==> src/rtl/alu_writeback.sv <==
// Retirement stage for ALU results: 2-entry writeback FIFO feeding a register
// file and PSR, with bypassed read ports and pending-write hazard flags.
module alu_writeback #(
    parameter int WIDTH = 16,
    parameter int NREGS = 16,
    parameter int DEPTH = 2,
    localparam int AW = $clog2(NREGS)
) (
    input  logic             clk,
    input  logic             reset,
    input  logic             in_valid,
    output logic             in_ready,
    input  logic [WIDTH-1:0] in_result,
    input  logic [AW-1:0]    in_dest,
    input  logic             in_wr_en,
    input  logic [4:0]       in_flags,
    input  logic [4:0]       in_flag_mask,
    input  logic             wb_stall,
    input  logic [AW-1:0]    rd_addr_a,
    input  logic [AW-1:0]    rd_addr_b,
    output logic [WIDTH-1:0] rd_data_a,
    output logic [WIDTH-1:0] rd_data_b,
    output logic             rd_pend_a,
    output logic             rd_pend_b,
    output logic [4:0]       psr,
    output logic [15:0]      retire_count
);

    logic [WIDTH-1:0] fifo_result_q [DEPTH];
    logic [WIDTH-1:0] fifo_result_d [DEPTH];
    logic [AW-1:0]    fifo_dest_q   [DEPTH];
    logic [AW-1:0]    fifo_dest_d   [DEPTH];
    logic             fifo_wr_en_q  [DEPTH];
    logic             fifo_wr_en_d  [DEPTH];
    logic [4:0]       fifo_flags_q  [DEPTH];
    logic [4:0]       fifo_flags_d  [DEPTH];
    logic [4:0]       fifo_mask_q   [DEPTH];
    logic [4:0]       fifo_mask_d   [DEPTH];

    logic             head_q, head_d;
    logic             tail_q, tail_d;
    logic [1:0]       count_q, count_d;
    logic [WIDTH-1:0] regs_q [NREGS];
    logic [WIDTH-1:0] regs_d [NREGS];
    logic [4:0]       psr_q, psr_d;
    logic [15:0]      retire_q, retire_d;

    logic             accept;
    logic             commit;
    logic             head_writes;
    logic [DEPTH-1:0] occ;

    // Ready comes from registered occupancy only, forced low while in reset.
    assign in_ready    = !reset && (count_q < 2'd2);
    assign accept      = in_valid && in_ready;
    assign commit      = (count_q != 2'd0) && !wb_stall;
    assign head_writes = commit && fifo_wr_en_q[head_q];

    assign psr          = psr_q;
    assign retire_count = retire_q;

    always_comb begin
        fifo_result_d = fifo_result_q;
        fifo_dest_d   = fifo_dest_q;
        fifo_wr_en_d  = fifo_wr_en_q;
        fifo_flags_d  = fifo_flags_q;
        fifo_mask_d   = fifo_mask_q;
        if (accept) begin
            fifo_result_d[tail_q] = in_result;
            fifo_dest_d[tail_q]   = in_dest;
            fifo_wr_en_d[tail_q]  = in_wr_en;
            fifo_flags_d[tail_q]  = in_flags;
            fifo_mask_d[tail_q]   = in_flag_mask;
        end
    end

    always_comb begin
        head_d   = head_q ^ commit;
        tail_d   = tail_q ^ accept;
        count_d  = count_q + {1'b0, accept} - {1'b0, commit};
        retire_d = retire_q + {15'd0, commit};
        psr_d    = psr_q;
        regs_d   = regs_q;
        if (commit) begin
            psr_d = (psr_q & ~fifo_mask_q[head_q]) | (fifo_flags_q[head_q] & fifo_mask_q[head_q]);
        end
        if (head_writes) begin
            regs_d[fifo_dest_q[head_q]] = fifo_result_q[head_q];
        end
    end

    // Slot i is live if the FIFO is full, or it is the head of a single entry.
    always_comb begin
        occ = '0;
        for (int i = 0; i < DEPTH; i++) begin
            occ[i] = (count_q == 2'd2) || ((count_q == 2'd1) && (head_q == 1'(i)));
        end
    end

    always_comb begin
        rd_pend_a = 1'b0;
        rd_pend_b = 1'b0;
        for (int i = 0; i < DEPTH; i++) begin
            if (occ[i] && fifo_wr_en_q[i] && (fifo_dest_q[i] == rd_addr_a)) rd_pend_a = 1'b1;
            if (occ[i] && fifo_wr_en_q[i] && (fifo_dest_q[i] == rd_addr_b)) rd_pend_b = 1'b1;
        end
    end

    always_comb begin
        rd_data_a = regs_q[rd_addr_a];
        rd_data_b = regs_q[rd_addr_b];
        if (head_writes && (fifo_dest_q[head_q] == rd_addr_a)) rd_data_a = fifo_result_q[head_q];
        if (head_writes && (fifo_dest_q[head_q] == rd_addr_b)) rd_data_b = fifo_result_q[head_q];
    end

    // FIFO payload is only ever observed through occupied slots, so it is not reset.
    always_ff @(posedge clk) begin
        fifo_result_q <= fifo_result_d;
        fifo_dest_q   <= fifo_dest_d;
        fifo_wr_en_q  <= fifo_wr_en_d;
        fifo_flags_q  <= fifo_flags_d;
        fifo_mask_q   <= fifo_mask_d;
    end

    always_ff @(posedge clk or posedge reset) begin
        if (reset) begin
            head_q   <= 1'b0;
            tail_q   <= 1'b0;
            count_q  <= 2'd0;
            psr_q    <= 5'd0;
            retire_q <= 16'd0;
            for (int i = 0; i < NREGS; i++) regs_q[i] <= '0;
        end else begin
            head_q   <= head_d;
            tail_q   <= tail_d;
            count_q  <= count_d;
            psr_q    <= psr_d;
            retire_q <= retire_d;
            regs_q   <= regs_d;
        end
    end

endmodule

==> config.mk <==
export PLATFORM = sky130hd
export DESIGN_NAME = alu_writeback
export DESIGN_NICKNAME = d
export VERILOG_FILES = /design/src/rtl/alu_writeback.sv
export SDC_FILE = /design/constraint.sdc
export NUM_CORES = 1
export LEC_CHECK = 0
export ABC_AREA = 0
export CORE_ASPECT_RATIO = 0.75
export CORE_MARGIN = 10
export CORE_UTILIZATION = 65
export DETAILED_ROUTE_END_ITERATION = 16
export GPL_ROUTABILITY_DRIVEN = 0
export PLACE_DENSITY_LB_ADDON = 0.05
export SLEW_MARGIN = 20
export SYNTH_ARGS = -nofsm -noshare
export SYNTH_HDL_FRONTEND = slang
export SYNTH_SLANG_ARGS = --single-unit
==> constraint.sdc <==
create_clock -name clk -period 17 [get_ports clk]
set_clock_uncertainty 0.1 [all_clocks]
set_input_delay 5.1 -clock clk [delete_from_list [all_inputs] [get_ports clk]]
set_output_delay 5.1 -clock clk [all_outputs]
set_load 0.03 [all_outputs]
==> impl_metrics.py, run 1 <==
metrics = {
    "power": {
        "p_clk_frac": 0.249,
        "p_per_area_nw_per_um2": 163.1,
        "vdd_ir_drop_max_uv": 124.5,
        "combPwrFrac": 0.328,
        "p_seq_frac": 0.422,
        "p_leak_uw": 0.008130,
        "p_switching_uw": 1075,
        "intPower_uw": 2077,
        "switching_share": 0.3409,
    },
    "worst_setup_path": {
        "path_max_fanout": 35,
        "r2r_setup_slack_ps": 13960,
        "slowest_delay_ps": 730,
        "path_common_cell": "buf_4",
        "cp-endpoint": "rd_data_b[10]",
        "crit_type": "input pin to output pin",
        "r2r-end": "regs_q[136]",
        "path_buf_inv": 3,
        "critical_path.startpoint": "rd_addr_b[2]",
        "rr_startpoint": "head_q",
        "cp.depth": 7,
        "worstSetupStartpointType": "input pin",
        "worst_setup_path_end_kind": "output pin",
        "ff2ff_path_depth": 5,
        "crit_family": "buffers and inverters",
        "crit_path_top_delay_cell": "clkdlybuf4s50_1",
        "cp_cell_sequence": "buf_4, buf_4, xnor2_1, nor3_2, nand3_4, mux2i_1, clkdlybuf4s50_1",
        "cp.arrival_ps": 8200,
        "required_ps": 11800,
    },
    "routing": {
        "vias_per_cell": 6.663,
        "wirelength_mm": 45.59,
        "dr.pass1.iters": 5,
        "route.detailed.drc": 0,
        "final_antenna_net_count": 0,
        "vias": 12190,
        "drtIter0Drc": 1377,
        "avgRoutedWirePerCell_um": 24.93,
    },
    "logic_synthesis": {
        "syn-num-nets": 1473,
        "synth.top_cells.by_area": "dfrtp_1 41%, mux4_2 17%, edfxtp_1 11%, o21ai_0 4.5%, nand2_1 4.0%",
        "synth_cell_types": 43,
        "yosysWarnings": 0,
        "synth_area_um2": 17100,
        "synth.top_cell.area_share": 0.4112,
        "yosys.area.top_type": "dfrtp_1",
        "ys_ff_latch": 343,
        "synth_seq_area_share": 0.5200,
        "synth_area_per_cell_um2": 12.00,
        "synthCells": 1425,
    },
    "cts": {
        "numCtsBuffers": 35,
        "cts_buffer_depth": 3,
        "clkTransAtPathRegs_ps": 60,
        "clk_latency_ps": 510,
        "ctsHoldBuffers": 0,
        "post_cts_resized": 0,
        "cts_sinks": 343,
        "cts_setup_buffers": 0,
        "cts_tree": "done",
        "root_buffer": "clkbuf_16",
        "htreeDepth": 2,
    },
    "timing": {
        "finalHoldViolations": 0,
        "fin_tns_setup_ps": 0,
        "finalSetupViolCount": 0,
        "fmax_ghz": 0.07465,
        "worst_pin_slew_ps": 1175,
        "min_period_ps": 13400,
        "min_period_over_period": 0.7880,
        "drv_slew": 0,
        "maxSlewHeadroom": 0.2169,
        "rsz0062_at_grt": "no",
    },
    "die": {
        "initial_utilization": 0.6601,
        "die_w_um": 207.3,
        "die_area_um2": 33260,
        "rows": 51,
        "io_pins": 99,
        "die_y_um": 160.5,
        "coreArea_um2": 25910,
    },
    "finish": {
        "drive_above_1_share": 0.1690,
        "nets": 1508,
        "utilization": 0.7460,
        "insertedDiodeCount": 0,
        "area_growth_pct": 13.01,
        "layout_common_cells": "280 x dfrtp_1, 182 x nand2_1, 153 x o21ai_0",
        "mostFrequentLayoutCell": "dfrtp_1",
    },
    "grt": {
        "antenna_found_initial": 0,
        "grt_use_total": 0.2721,
        "grt_pass1_vias": 12530,
        "grt_pass1_wl_mm": 71.69,
        "grt_max_degree": 139,
        "grt_overflow": 0,
    },
    "placement": {
        "hpwlAfterDp_mm": 27.04,
        "numPortBuffers": 98,
    },
    "min_path": {
        "hold_class": "flop to flop",
        "hold_start": "retire_count[15]",
    },
    "run": {
        "maxCapViolCount": 0,
    },
    "status": {
        "status": "complete, no violations",
    },
}
==> cell usage after synthesis, drive strengths merged <==
library cell,instances
dfrtp,281
nand2,182
o21ai,179
nor2,129
mux4,128
a21oi,87
buf,86
a22o,64
mux2i,63
edfxtp,62
clkbuf,45
xnor2,37
nand3,19
inv,9
nand4,8
ha,5
nor2b,5
o22ai,5
and3,4
and3b,4
nor3,4
xor2,4
and2,3
nand2b,3
and4,2
nand3b,2
o32ai,2
nor3b,1
o21bai,1
o31ai,1
==> metal layers <==
metal | up-vias | global-route usage | part of all wire
li1 | 5272 | - | -
met1 | 6176 | 0.3619 | 0.40
met2 | 617 | 0.4388 | 0.48
met3 | 121 | 0.06318 | 0.099
met4 | 0 | 0.08540 | 0.029
met5 | - | 0 | 0
==> area by class of cell <==
| class | count | area [µm²] |
|---|---|---|
| clock inverters | 8 | 100.1 |
| repair buffers | 129 | 1204 |
| multi-input cells | 942 | 7576 |
| inverters | 9 | 41.29 |
| well taps | 344 | 430.4 |
| flip-flops and latches | 343 | 8895 |
| clock buffers | 54 | 1080 |
| fillers | 1700 | 6581 |
==> metrics by stage <==
stage,total power (µW),std cells,instance area [µm²],setup WS [ps],hold slack [ps]
after global placement,2301,1767,18140,3666,358.5
final,3152,1829,19330,3604,388.2
after global routing,3313,1829,19330,3406,414.3
after floorplan,2032,1425,17100,4049,359.6
after CTS,3152,1829,19320,3611,391.3
after detailed placement,2357,1767,18140,3621,369.1
==> cell families after synthesis <==
group / Yosys count / synth area share
compound gates: 339 / 0.1169
flops: 343 / 0.5200
fa+ha+maj: 5 / 0.003658
xor+xnor: 41 / 0.02100
mux: 191 / 0.2066
buf+inv: 140 / 0.03973
simple gates: 366 / 0.09204
==> flip-flops by register name, indices dropped and copies added (netlist names), named ones only <==
| signal | flops |
|---|---|
| fifo_dest_q | 8 |
| retire_count | 16 |
| fifo_mask_q | 10 |
| fifo_wr_en_q | 2 |
| head_q | 1 |
| fifo_result_q | 32 |
| fifo_flags_q | 10 |
| tail_q | 1 |
| count_q | 2 |
| regs_q | 256 |
==> power groups by stage <==
stage / sequential, µW / clock, µW / combinational [µW]
after floorplan: 1280 / 0 / 749
after global placement: 1310 / 0 / 990
after detailed placement: 1330 / 0 / 1030
after CTS: 1320 / 794 / 1040
after global routing: 1360 / 830 / 1120
final: 1330 / 786 / 1030
==> worst reg2reg max path: stages (launching register included) <==
cell and delay (ps):
dfrtp_2 580, buf_4 380, nand2b_1 250, o22ai_2 250
nand3_2 800, o21ai_0 560
==> worst min path at each step <==
stage                     cells after the start          endpoint  slack, ps
after floorplan                               2        regs_q[61]        360
after global placement                        1  retire_count[15]        360
after detailed placement                      1  retire_count[15]        370
after CTS                                     1  retire_count[10]        390
after global routing                          1  retire_count[15]        410
final                                         1  retire_count[15]        390
Power figures use the tool's default switching activity.
==> run 2, diff against run 1 <==
Settings changed: CORE_UTILIZATION 65 to 60.
Clock period 17 ns to 12.96 ns, I/O delays scaled along.
==> impl_metrics.py, run 2 (same netlist as run 1, synthesis figures left out) <==
metrics = {
    "placement": {
        "numPortBuffers": 98,
        "place_area_um2": 18210,
        "hpwlAfterDp_mm": 26.57,
    },
    "power": {
        "p_clk_frac": 0.248,
        "p_seq_frac": 0.425,
        "vdd_ir_drop_max_uv": 134.2,
        "p_per_area_nw_per_um2": 211.8,
        "p_switching_uw": 1408,
        "p_leak_uw": 0.008137,
        "combPwrFrac": 0.327,
        "intPower_uw": 2698,
        "switching_share": 0.3429,
    },
    "cts": {
        "numCtsBuffers": 34,
        "root_buffer": "clkbuf_16",
        "cts_tree": "done",
        "clkTransAtPathRegs_ps": 60,
        "cts_buffer_depth": 3,
        "cts_setup_buffers": 0,
        "cts_sinks": 343,
        "htreeDepth": 2,
        "post_cts_resized": 0,
        "ctsHoldBuffers": 0,
        "clk_latency_ps": 540,
    },
    "finish": {
        "top_register": "regs_q",
        "drive_above_1_share": 0.1694,
        "layout_common_cells": "280 x dfrtp_1, 182 x nand2_1, 153 x o21ai_0",
        "fin_area_um2": 19380,
        "nets": 1511,
        "insertedDiodeCount": 0,
        "mostFrequentLayoutCell": "dfrtp_1",
        "area_growth_pct": 13.32,
        "largest_register_ffs": 256,
    },
    "die": {
        "rows": 53,
        "die_y_um": 166.2,
        "coreArea_um2": 28050,
        "initial_utilization": 0.6097,
        "die_area_um2": 35720,
        "io_pins": 99,
        "die_w_um": 214.9,
    },
    "grt": {
        "grt_pass1_vias": 11980,
        "grt_overflow": 0,
        "antenna_found_initial": 0,
        "grt_pass1_wl_mm": 70.95,
        "grt_max_degree": 153,
        "grt_use_total": 0.2548,
    },
    "routing": {
        "drtIter0Drc": 1017,
        "vias_per_cell": 6.352,
        "wirelength_mm": 45.41,
        "dr.pass1.iters": 5,
        "final_antenna_net_count": 0,
        "route.detailed.drc": 0,
        "avgRoutedWirePerCell_um": 24.25,
        "vias": 11900,
    },
    "timing": {
        "fin_tns_setup_ps": 0,
        "worst_pin_slew_ps": 1096,
        "rsz0062_at_grt": "no",
        "min_period_over_period": 0.8379,
        "finalHoldViolations": 0,
        "finalSetupViolCount": 0,
        "maxSlewHeadroom": 0.2550,
        "drv_slew": 0,
        "fmax_ghz": 0.09208,
        "min_period_ps": 10860,
    },
    "worst_setup_path": {
        "path_common_cell": "clkdlybuf4s50_1",
        "path_max_fanout": 18,
        "required_ps": 8970,
        "cp.arrival_ps": 6870,
        "ff2ff_path_depth": 4,
        "cp.depth": 7,
        "cp_cell_sequence": "clkdlybuf4s50_1, o21bai_1, buf_4, nor2_4, nand3_4, mux2i_1, clkdlybuf4s50_1",
        "worst_setup_path_end_kind": "output pin",
        "crit_path_top_delay_cell": "clkdlybuf4s50_1",
        "path_buf_inv": 3,
        "slowest_delay_ps": 750,
        "worstSetupStartpointType": "input pin",
        "crit_type": "input pin to output pin",
        "crit_family": "buffers and inverters",
    },
    "status": {
        "status": "complete, no violations",
    },
    "min_path": {
        "whs_path_depth": 1,
        "hold_class": "flop to flop",
    },
    "run": {
        "maxCapViolCount": 0,
    },
}
[run 2: area by class of cell]
type / count / area, µm²
fillers: 2030 / 8672
inverters: 9 / 41.29
multi-input cells: 942 / 7566
clock buffers: 46 / 965.9
repair buffers: 133 / 1254
flip-flops and latches: 343 / 8895
clock inverters: 15 / 175.2
well taps: 385 / 481.7
[run 2: metal layers]
layer | vias up | part of all wire | track usage
li1 | 5275 | - | -
met1 | 6025 | 0.41 | 0.3499
met2 | 523 | 0.48 | 0.4028
met3 | 74 | 0.087 | 0.05897
met4 | 0 | 0.021 | 0.06706
met5 | - | 0 | 0
[run 2: power by group through the flow]
stage | logic [µW] | clock network (µW) | registers [µW]
final | 1340 | 1020 | 1750
after floorplan | 983 | 0 | 1680
after global routing | 1470 | 1080 | 1790
after detailed placement | 1340 | 0 | 1750
after CTS | 1350 | 1030 | 1730
after global placement | 1300 | 0 | 1730
[run 2: worst paths after layout]
path	from	to	slack, ps
worst max-delay path	wb_stall	rd_data_b[12]	2100
worst min-delay path	retire_count[15]	retire_count[15]	370
worst max register to register	head_q	regs_q[150]	10010
worst min register to register	retire_count[15]	retire_count[15]	370
max in group asynchronous	reset	regs_q[215]	7590
min in group asynchronous	reset	count_q[1]	3840
[run 2: through the flow]
| stage | hold slack, ps | std cells | power (µW) | setup slack [ps] | util |
|---|---|---|---|---|---|
| final | 368.3 | 1873 | 4105 | 2100 | 0.6908 |
| after global routing | 425.0 | 1873 | 4337 | 1998 | 0.6908 |
| after CTS | 374.8 | 1872 | 4109 | 2101 | 0.6900 |
| after detailed placement | 366.8 | 1811 | 3086 | 2128 | 0.6493 |
| after global placement | 358.7 | 1811 | 3027 | 2145 | 0.6493 |
| after floorplan | 359.6 | 1425 | 2665 | 1221 | - |
==> run 3, diff against run 2 <==
Clock period 12.96 ns to 10.75 ns, I/O delays scaled along.
==> impl_metrics.py, run 3 (same netlist as run 1, synthesis figures left out) <==
metrics = {
    "power": {
        "vdd_ir_drop_max_uv": 163.0,
        "p_per_area_nw_per_um2": 255.0,
        "p_leak_uw": 0.008146,
    },
    "grt": {
        "grt_pass1_wl_mm": 72.24,
        "grt_max_degree": 169,
        "grt_pass1_vias": 12220,
        "grt_use_total": 0.2592,
        "grt_overflow": 0,
        "antenna_found_initial": 0,
    },
    "die": {
        "die_w_um": 214.9,
        "coreArea_um2": 28050,
        "rows": 53,
        "io_pins": 99,
        "die_y_um": 166.2,
        "die_area_um2": 35720,
        "initial_utilization": 0.6097,
    },
    "cts": {
        "clkTransAtPathRegs_ps": 60,
        "ctsHoldBuffers": 0,
        "cts_setup_buffers": 0,
        "root_buffer": "clkbuf_16",
        "numCtsBuffers": 35,
        "cts_buffer_depth": 3,
        "htreeDepth": 2,
        "clk_latency_ps": 520,
        "cts_tree": "done",
        "cts_sinks": 343,
        "post_cts_resized": 0,
    },
    "worst_setup_path": {
        "worstSetupStartpointType": "input pin",
        "worst_setup_path_end_kind": "output pin",
        "cp.arrival_ps": 6150,
        "rr_startpoint": "head_q",
        "critical_path.startpoint": "rd_addr_b[3]",
        "path_max_fanout": 16,
        "crit_type": "input pin to output pin",
        "required_ps": 7430,
    },
    "finish": {
        "nets": 1514,
        "regArea_um2": 8895,
        "nFillCells": 2057,
        "multi_input_area_um2": 7553,
        "mostFrequentLayoutCell": "dfrtp_1",
        "insertedDiodeCount": 0,
        "largest_register_ffs": 256,
        "top_register": "regs_q",
        "area_growth_pct": 13.31,
        "drive_above_1_share": 0.1685,
        "layout_common_cells": "280 x dfrtp_1, 182 x nand2_1, 153 x o21ai_0",
    },
    "routing": {
        "vias": 11950,
        "wirelength_mm": 45.88,
        "final_antenna_net_count": 0,
        "route.detailed.drc": 0,
        "avgRoutedWirePerCell_um": 24.47,
        "drtIter0Drc": 1091,
        "dr.pass1.iters": 5,
        "vias_per_cell": 6.375,
    },
    "placement": {
        "hpwlAfterDp_mm": 27.26,
        "pre_cts_ws_ps": 1299,
        "numPortBuffers": 98,
    },
    "timing": {
        "maxSlewHeadroom": 0.2409,
        "drv_slew": 0,
        "min_period_over_period": 0.8810,
        "finalSetupViolCount": 0,
        "min_period_ps": 9471,
        "fmax_ghz": 0.1056,
        "finalHoldViolations": 0,
        "worst_pin_slew_ps": 1139,
        "fin_tns_setup_ps": 0,
        "rsz0062_at_grt": "no",
        "setup_ws_ps": 1279,
    },
    "min_path": {
        "hold_class": "flop to flop",
        "hold_start": "retire_count[15]",
    },
    "status": {
        "status": "complete, no violations",
    },
    "run": {
        "maxCapViolCount": 0,
    },
}
-- run 3: worst max-delay path: stages --
cell and delay (ps):
clkdlybuf4s50_1 660, and2_1 950, a22o_1 250, nor2_1 60, mux2i_1 260, clkdlybuf4s50_1 740
-- run 3: area by class of cell --
type,count,share of cell area
Timing Repair Buffer,135,0.06638
Inverter,9,0.001937
Clock inverter,9,0.003681
Sequential cell,343,0.4590
Clock buffer,52,0.05430
Tap cell,385,0.02486
Multi-Input combinational cell,942,0.3898
-- run 3: layer usage --
layer  global-route usage  vias up  share of wire
li1                     -     5276              -
met1               0.3506     6122           0.41
met2               0.4030      467           0.47
met3              0.07117       89          0.089
met4              0.07905        0          0.027
met5                    0        -              0
-- run 3: through the flow --
stage                     instance area, µm²    util  power (µW)  instances  hold slack [ps]
after global routing                   19380  0.6908        5211       1875            414.4
after CTS                              19380  0.6908        4949       1875            387.9
final                                  19380  0.6908        4941       1875            390.5
after global placement                 18250  0.6507        3657       1814            359.2
after floorplan                        17110       -        3213       1425            359.6
after detailed placement               18250  0.6507        3728       1814            376.3
-- run 3: path summary, 6_finish.rpt --
kind	endpoint	slack (ps)	cells after the start
min reg2reg	retire_count[15]	390	1
min in group asynchronous	count_q[1]	3210	3
min	retire_count[15]	390	1
max in group asynchronous	regs_q[134]	5990	4
max	rd_data_b[12]	1280	6
max reg2reg	regs_q[168]	7860	5
-- run 3: where the power goes --
group	internal, µW	leakage, µW	switching, µW	total [µW]
sequential	1760	0.00421	345	2100
clock	701	0.000555	506	1210
combinational	784	0.00338	846	1630
